==> config.mk <==
export PLATFORM = sky130hd
export DESIGN_NAME = capture_readback_ctrl
export DESIGN_NICKNAME = d
export VERILOG_FILES = /design/src/rtl/capture_readback_ctrl.sv
export SDC_FILE = /design/constraint.sdc
export NUM_CORES = 1
export LEC_CHECK = 0
export CAP_MARGIN = 30
export CELL_PAD_IN_SITES_DETAIL_PLACEMENT = 1
export CELL_PAD_IN_SITES_GLOBAL_PLACEMENT = 2
export CORE_ASPECT_RATIO = 0.9
export CORE_MARGIN = 3
export CORE_UTILIZATION = 34
export CTS_CLUSTER_DIAMETER = 120
export DETAILED_ROUTE_END_ITERATION = 12
export HOLD_SLACK_MARGIN = 0.08
export PLACE_DENSITY_LB_ADDON = 0.1
export SLEW_MARGIN = 30
export SYNTH_ARGS = -nofsm -noshare
export SYNTH_HDL_FRONTEND = slang
export SYNTH_SLANG_ARGS = --single-unit
==> constraint.sdc <==
create_clock -name clk -period 6.19 [get_ports clk]
set_clock_uncertainty 0.05 [all_clocks]
set_input_delay 1.238 -clock clk [delete_from_list [all_inputs] [get_ports clk]]
set_output_delay 1.238 -clock clk [all_outputs]
set_load 0.01 [all_outputs]
==> src/rtl/capture_readback_ctrl.sv <==
// Capture-page DRAM readback sequencer: issues reads, tracks outstanding words, unpacks them into samples.
// Optional return-address checking (adx_error) is enabled by defining READBACK_ADX_CHECK_EN.
module capture_readback_ctrl #(
   parameter int unsigned ADX_W           = 27,
   parameter int unsigned DATA_W          = 128,
   parameter int unsigned SAMPLE_W        = 32,
   parameter int unsigned ADX_STEP        = 8,
   parameter int unsigned MAX_OUTSTANDING = 8,
   parameter int unsigned CNT_W           = 24
) (
   input  logic                clk,
   input  logic                resetn,
   input  logic                start,
   input  logic                abort,
   input  logic [ADX_W-1:0]    base_adx,
   input  logic [CNT_W-1:0]    word_count,
   output logic                busy,
   output logic                done,
   output logic                read_req,
   output logic [ADX_W-1:0]    rd_adx,
   input  logic                read_allowed,
   input  logic                reads_pending,
   input  logic                has_return_data,
   output logic                get_return_data,
   input  logic [DATA_W-1:0]   rd_data_return,
   input  logic [ADX_W-1:0]    rd_adx_return,
   output logic [SAMPLE_W-1:0] sample_out,
   output logic                sample_valid,
   input  logic                sample_ready,
   output logic                adx_error
);

   localparam int unsigned NSLOT  = DATA_W / SAMPLE_W;
   localparam int unsigned SLOT_W = (NSLOT > 1) ? $clog2(NSLOT) : 1;
   localparam int unsigned OUT_W  = $clog2(MAX_OUTSTANDING) + 1;

   localparam logic [ADX_W-1:0]  STEP      = ADX_W'(ADX_STEP);
   localparam logic [OUT_W-1:0]  OUT_MAX   = OUT_W'(MAX_OUTSTANDING);
   localparam logic [SLOT_W-1:0] SLOT_LAST = SLOT_W'(NSLOT - 1);

   typedef enum logic [1:0] {IDLE, ISSUE, DRAIN, DONE} state_t;

   state_t              state_q, state_d;
   logic [ADX_W-1:0]    next_adx_q, next_adx_d;
   logic [CNT_W-1:0]    word_cnt_q, word_cnt_d;
   logic [CNT_W-1:0]    issued_q, issued_d;
   logic [OUT_W-1:0]    outst_q, outst_d;
   logic                abort_seen_q, abort_seen_d;
   logic                busy_q, busy_d;
   logic                done_q, done_d;
   logic [DATA_W-1:0]   buf_q, buf_d;
   logic                buf_full_q, buf_full_d;
   logic [SLOT_W-1:0]   slot_q, slot_d;

   logic issue;
   logic pop;
   logic accept;
   logic start_ok;

   assign start_ok = (state_q == IDLE) && start;
   assign issue    = (state_q == ISSUE) && (issued_q < word_cnt_q) && (outst_q < OUT_MAX)
                     && read_allowed && !abort;
   assign pop      = has_return_data && !buf_full_q && (outst_q != '0);
   assign accept   = buf_full_q && !abort_seen_q && sample_ready;

   always_comb begin
      state_d      = state_q;
      next_adx_d   = next_adx_q;
      word_cnt_d   = word_cnt_q;
      issued_d     = issued_q;
      outst_d      = outst_q;
      abort_seen_d = abort_seen_q;
      busy_d       = busy_q;
      done_d       = 1'b0;

      case ({issue, pop})
         2'b10:   outst_d = outst_q + OUT_W'(1);
         2'b01:   outst_d = outst_q - OUT_W'(1);
         default: outst_d = outst_q;
      endcase

      case (state_q)
         IDLE: begin
            if (start) begin
               next_adx_d   = base_adx;
               word_cnt_d   = word_count;
               issued_d     = '0;
               outst_d      = '0;
               abort_seen_d = 1'b0;
               busy_d       = 1'b1;
               state_d      = (word_count == '0) ? DONE : ISSUE;
            end
         end
         ISSUE: begin
            if (issue) begin
               next_adx_d = next_adx_q + STEP;
               issued_d   = issued_q + CNT_W'(1);
            end
            if (abort) abort_seen_d = 1'b1;
            if (abort || (issued_q == word_cnt_q)) state_d = DRAIN;
         end
         DRAIN: begin
            if (abort) abort_seen_d = 1'b1;
            if ((outst_q == '0) && !buf_full_q && !reads_pending) state_d = DONE;
         end
         DONE: begin
            done_d  = 1'b1;
            busy_d  = 1'b0;
            state_d = IDLE;
         end
         default: state_d = IDLE;
      endcase
   end

   // Once aborted, any popped word is dropped and the buffer is held empty.
   always_comb begin
      buf_d      = buf_q;
      buf_full_d = buf_full_q;
      slot_d     = slot_q;
      if (abort_seen_q) begin
         buf_full_d = 1'b0;
         slot_d     = '0;
      end else if (pop) begin
         buf_d      = rd_data_return;
         buf_full_d = 1'b1;
         slot_d     = '0;
      end else if (accept) begin
         if (slot_q == SLOT_LAST) begin
            buf_full_d = 1'b0;
            slot_d     = '0;
         end else begin
            slot_d = slot_q + SLOT_W'(1);
         end
      end
   end

   always_ff @(posedge clk or negedge resetn) begin
      if (!resetn) begin
         state_q      <= IDLE;
         next_adx_q   <= '0;
         word_cnt_q   <= '0;
         issued_q     <= '0;
         outst_q      <= '0;
         abort_seen_q <= 1'b0;
         busy_q       <= 1'b0;
         done_q       <= 1'b0;
         buf_q        <= '0;
         buf_full_q   <= 1'b0;
         slot_q       <= '0;
      end else begin
         state_q      <= state_d;
         next_adx_q   <= next_adx_d;
         word_cnt_q   <= word_cnt_d;
         issued_q     <= issued_d;
         outst_q      <= outst_d;
         abort_seen_q <= abort_seen_d;
         busy_q       <= busy_d;
         done_q       <= done_d;
         buf_q        <= buf_d;
         buf_full_q   <= buf_full_d;
         slot_q       <= slot_d;
      end
   end

   assign busy            = busy_q;
   assign done            = done_q;
   assign read_req        = issue;
   assign rd_adx          = next_adx_q;
   assign get_return_data = pop;
   assign sample_valid    = buf_full_q && !abort_seen_q;
   assign sample_out      = buf_q[SAMPLE_W*slot_q +: SAMPLE_W];

`ifdef READBACK_ADX_CHECK_EN
   logic [ADX_W-1:0] expect_adx_q, expect_adx_d;
   logic             adx_err_q, adx_err_d;

   always_comb begin
      expect_adx_d = expect_adx_q;
      adx_err_d    = adx_err_q;
      if (start_ok) begin
         expect_adx_d = base_adx;
         adx_err_d    = 1'b0;
      end else if (pop) begin
         if (rd_adx_return != expect_adx_q) adx_err_d = 1'b1;
         expect_adx_d = expect_adx_q + STEP;
      end
   end

   always_ff @(posedge clk or negedge resetn) begin
      if (!resetn) begin
         expect_adx_q <= '0;
         adx_err_q    <= 1'b0;
      end else begin
         expect_adx_q <= expect_adx_d;
         adx_err_q    <= adx_err_d;
      end
   end

   assign adx_error = adx_err_q;
`else
   // Return address is unused without the checker; the AND keeps it referenced yet folds to 0.
   assign adx_error = 1'b0 & (^rd_adx_return) & start_ok;
`endif

endmodule

## Word level (Yosys, flattened, before mapping)

Cells that the tools add are included.
W data, S select, Z words.

- Register bits after elaboration: 215
- Latch bits: 0
- Bits in writable memories: 0
- Memory bits (read-only): 0
- Bits of input ports: 214
- Output and inout bits: 65
- Word-level logic and storage cells: 92
- Memories: 0

- Add/subtract/negate cells: 5
- $mul: 0
- Divide/modulo/power cells: 0
- $lt $le $gt $ge: 2
- Equality and inequality tests: 12
- Shift-type cells: 1
- Mux-type cells: 28
- Bitwise operators: 1
- Reduce and logical (&&, ||, !) cells: 32

Operator list:

| operator | count |
|---|---|
| $shiftx A128 B8 Y32 | 1 |
| $mux W27 | 2 |
| $pmux W27 S2 | 1 |
| $mux W24 | 2 |
| $pmux W24 S2 | 1 |
| $add A27 B4 Y27 const B | 1 |
| $add A24 B1 Y24 const B | 1 |
| $eq A24 B24 Y1 | 1 |
| $logic_not A24 Y1 | 1 |
| $lt A24 B24 Y1 | 1 |
| $mux W2 | 8 |
| $logic_and A1 B1 Y1 | 10 |
| $reduce_and A3 Y1 | 3 |
| $eq A2 B2 Y1 const B | 4 |
| $mux W1 | 8 |
| $mux W4 | 2 |
| $pmux W2 S4 | 1 |
| $pmux W4 S2 | 1 |
| $reduce_and A2 Y1 | 4 |
| $ne A2 B2 Y1 const B | 3 |
| $reduce_bool A2 Y1 | 3 |
| $reduce_bool A3 Y1 | 2 |
| $add A4 B1 Y4 const B | 1 |
| $eq A2 B1 Y1 const B | 2 |
| 12 further kinds | 17 |

## Longest topological paths before layout

- Depth after elaboration: 9
- Depth in mapped cells: 15
- Mapped depth without buffers: 13

## Worst setup path before layout

No wires, ideal clock.

- Path kind: input port to flip-flop
- Start point: input read_allowed
- End point: register outst_q[3]
- Setup time: 0.078 ns
- Data arrival time: 3.416 ns
- Data required time: 6.062 ns
- Setup slack: 2.646 ns
- Cell stages on the path: 12
- Buffers on the path: 1
- Cells stage by stage: nor4bb_1 -> o211ai_1 -> a21oi_2 -> nand3b_4 -> buf_2 -> ha_1 -> ha_1 -> a21o_1 -> a21oi_1 -> xnor2_1 -> or3_1 -> a21oi_1

- Cells in the longest elaborated chain, start to end: 6
- Elaborated cells on any way between the ends: 7
- Those cells by class: eq/ne: 2; mux: 3; reduce/logical: 2

RTL lines:

| what | RTL line | RTL |
|---|---|---|
| from (decl) | 21 | `input logic read_allowed,` |
| $logic_and A1 B1 Y1 (*) (2 in a row) | 62 | `&& read_allowed && !abort;` |
| $eq A2 B1 Y1 or $eq A2 B2 Y1 (tied branches) | 76 | `case ({issue, pop})` |
| $pmux W4 S2 (*) | 76 |  |
| $mux W4 | 84 | `if (start) begin` |
| $mux W4 (*) | 82 | `case (state_q)` |
| net outst_d[3] | 47 | `logic [OUT_W-1:0] outst_q, outst_d;` |
| to (signal assigned) | 155 | `outst_q <= outst_d;` |
| to (decl) | 47 |  |

Mark *: on every way through the listed nets, which the timed path passes. The rest lies on a longest branch.
A chain may end at the register's enable or synchronous reset.

## Final worst setup path

- Start point: input abort
- End point: output read_req

- Cells in the longest elaborated chain, start to end: 2

RTL lines:

| what | RTL line | RTL |
|---|---|---|
| from (decl) | 14 | `input logic abort,` |
| $logic_not A1 Y1 | 62 |  |
| $logic_and A1 B1 Y1 | 62 |  |
| to (decl) | 19 | `output logic read_req,` |

Every way passes these cells.

==> summary.md <==
| Metric | Value |
|---|---|
| Yosys cell types | `66` |
| LEAKAGE | `5.94 nW` |
| PwrDens | `approximately 460 nW/um^2` |
| Top cell type's share of synthesized area | `between 50% and 60%` |
| Worst Setup End Kind | `primary output` |
| Post-route ant nets | `0` |
| Yosys warns | `0` |
| Fmax | `201 MHz` |
| Remaining Overflow, GRT | `0` |
| Residual DRC | `0` |
| Fin. Hold Viols | `0` |
| RSZ-0062 raised after global routing | `no` |
| Most instantiated cells after synthesis | `dfrtp_1 (215), mux2_2 (128), nand2_1 (85), o21ai_0 (59), inv_1 (44)` |
| Mapped Avg Cell Area | `around 12 sq um` |
| # hold bufs at CTS | `0` |
| CTS resizes | `0` |
| IO Port Bufs | `250` |
| First-pass detailed-route iteration total | `4` |
| Fin nets | `~1400` |
| Yosys reg bits | `215` |
| Core Box Area | `between 30000 and 40000 sq um` |
| Number of buffers added for setup after CTS | `0` |
| Via density per instance | `a little over 5` |
| Antenna violations before repair | `5` |
| Max Cap Viol | `0` |
| CTS Buf Count | `25` |
| Clock Sinks | `about 220` |
| Async set or reset register ratio after synthesis | `100%` |
| Clock period minus worst slack | `approximately 5000 ps` |
| Rows | `60` |
| Area contributors post-synth | `dfrtp_1 (50%), mux2_2 (14%), mux4_2 (6.8%)` |
| Worst-Skew Late Latency | `around 530 ps` |
| Die height | `between 150 and 200 um` |
| Drt total wl | `between 30 and 40 mm` |
| Register Area | `5380 sq um` |
| Synth Instances | `905` |
| Primary FF master, synth | `dfrtp_1` |
| RePlAce Congestion | `roughly 0.74` |
| Top-count cell post-synth | `dfrtp_1` |
| Synth Cell Area | `10700 sq um` |
| IO Pins | `279` |
| Max VDD drop | `0.219 mV` |
| Setup TNS | `0 ps` |
| Max-slew headroom | `41.6%` |
| First-pass GRT wire length | `50.4 mm` |
| Hold/Removal Path Class | `reg -> reg` |
| Seq/Total Area, Yosys | `between 50% and 60%` |
| Least-Margin Pin Slew | `between 800 and 900 ps` |
| Clock transition at path regs | `50 ps` |
| CP Data Arrival Time | `between 3000 and 4000 ps` |
| Number of global-route vias before repair | `slightly below 9000` |
| # fillers | `3227` |
| H-tree levels | `1` |
| EDFF count, synth | `0` |
| Yosys top cell by area | `dfrtp_1` |
| Largest net degree at the start of global routing | `130` |
| Synthesis-to-finish area growth | `35.4%` |
| Die area | `~34000 sq um` |
| Layout cells sized above 1 | `between 10% and 20%` |
| Setup violations, final | `0` |
| CP Class | `in -> out` |
| 1st-iter DRT viols | `~270` |
| Crit Path Max Fanout | `18` |
| Multi-input logic area | `between 4000 and 5000 sq um` |
| Worst Setup Start Kind | `primary input` |
| GRT Overall Usage | `around a fifth` |
| Status | `completed` |
| Diodes inserted | `0` |
| Initial Util | `35.1%` |
| Slew Viols, Final | `0` |
| Req. time, crit path | `about 4900 ps` |
| Clock Path Buffers | `3` |
| CTS tree | `built` |
| Detail Placement HPWL | `22.3 mm` |
| Die X | `~190 um` |
| Post-Syn Nets | `between 1000 and 1500` |
| Via count | `between 8000 and 9000` |
| Crit share post-route | `80.3%` |
| Wirelength per Cell | `20.5 um` |
| Final Core Density | `47.5%` |
| Root Buffer Master | `clkbuf_16` |
[flip-flops by register name, summed over array words and instances, names as in the netlist]
| register | cells |
|---|---|
| abort_seen_q | 1 |
| rd_adx | 27 |
| buf_full_q | 1 |
| outst_q | 4 |
| busy | 1 |
| buf_q | 128 |
| word_cnt_q | 24 |
| state_q | 2 |
| slot_q | 2 |
| done | 1 |
| issued_q | 24 |
[critical path: stages]
cell and delay [ps]:
clkdlybuf4s50_1 480, nor4bb_1 320, o211ai_1 200, a21oi_2 240
nand3b_4 270, inv_4 320, clkdlybuf4s50_1 620
[report_power, final]
| part | switching, mW | leakage (nW) | internal (mW) |
|---|---|---|---|
| clock | 0.609 | 0.420 | 0.920 |
| sequential | 0.393 | 2.62 | 2.03 |
| combinational | 1.22 | 2.90 | 1.52 |
| total | 2.22 | 5.94 | 4.48 |
[metal layers]
metal	part of all wire [%]	GRT usage (%)
met1	45	25.9
met2	47	31.8
met3	6.4	4.05
met4	1.2	2.37
met5	0.20	0
[placed cells by master, fill, tap and decap left out, drive strengths merged, types with 5 or more instances in the layout]
master,count
a21oi,35
nor3,20
buf,13
nand4,22
nand2,86
a31oi,5
nor2,26
inv,46
a21o,7
clkinv,6
mux2i,11
mux4,32
nor4,12
clkbuf,35
a211oi,8
clkdlybuf4s50,249
ha,34
or3,8
o21ai,60
and3,15
mux2,128
nand3,14
dfrtp,215
o211ai,5
[final cells by class]
type / count / share of cell area, %
clock buffers: 35 / 4.87
repair buffers: 262 / 18.2
flip-flops and latches: 215 / 37.3
multi-input cells: 596 / 34.0
clock inverters: 10 / 0.970
inverters: 45 / 1.19
well taps: 403 / 3.49
[cell families (layout without fill, tap and decap cells)]
family          Yosys count  count (layout)  synth area share [%]
other cells               1               1                0.0352
flops                   215             215                  50.4
buf+inv                  94             352                  3.60
xor+xnor                  6               6                 0.493
fa+ha+maj                35              35                  4.18
compound gates          158             158                  9.32
mux                     171             171                  21.3
simple gates            225             225                  10.6
[per-stage QoR]
| stage | cells | setup slack [ps] | area, sq um | power [mW] | hold slack (ps) |
|---|---|---|---|---|---|
| after floorplan | 905 | 2650 | 10700 | 4.06 | 402 |
| after global placement | 1520 | 1240 | 13600 | 5.14 | 422 |
| after detailed placement | 1520 | 1240 | 13600 | 5.22 | 420 |
| after CTS | 1565 | 1230 | 14400 | 6.80 | 436 |
| after global routing | 1566 | 1120 | 14400 | 7.18 | 467 |
| final | 1566 | 1220 | 14400 | 6.70 | 431 |
[path summary, 6_finish.rpt]
path,from,endpoint,slack (ps),cells after the start
setup / recovery,abort,read_req,1220,7
hold / removal,word_cnt_q[0]$_DFFE_PN0P_,word_cnt_q[0]$_DFFE_PN0P_,430,2
setup reg to reg,state_q[1]$_DFFE_PN0P_,outst_q[3]$_DFF_PN0_,2540,14
hold reg to reg,word_cnt_q[0]$_DFFE_PN0P_,word_cnt_q[0]$_DFFE_PN0P_,430,2
max in group asynchronous,resetn,rd_adx[1]$_DFFE_PN0P_,4060,3
min in group asynchronous,resetn,buf_q[11]$_DFFE_PN0P_,530,1
(Power assumes the default switching activity.)
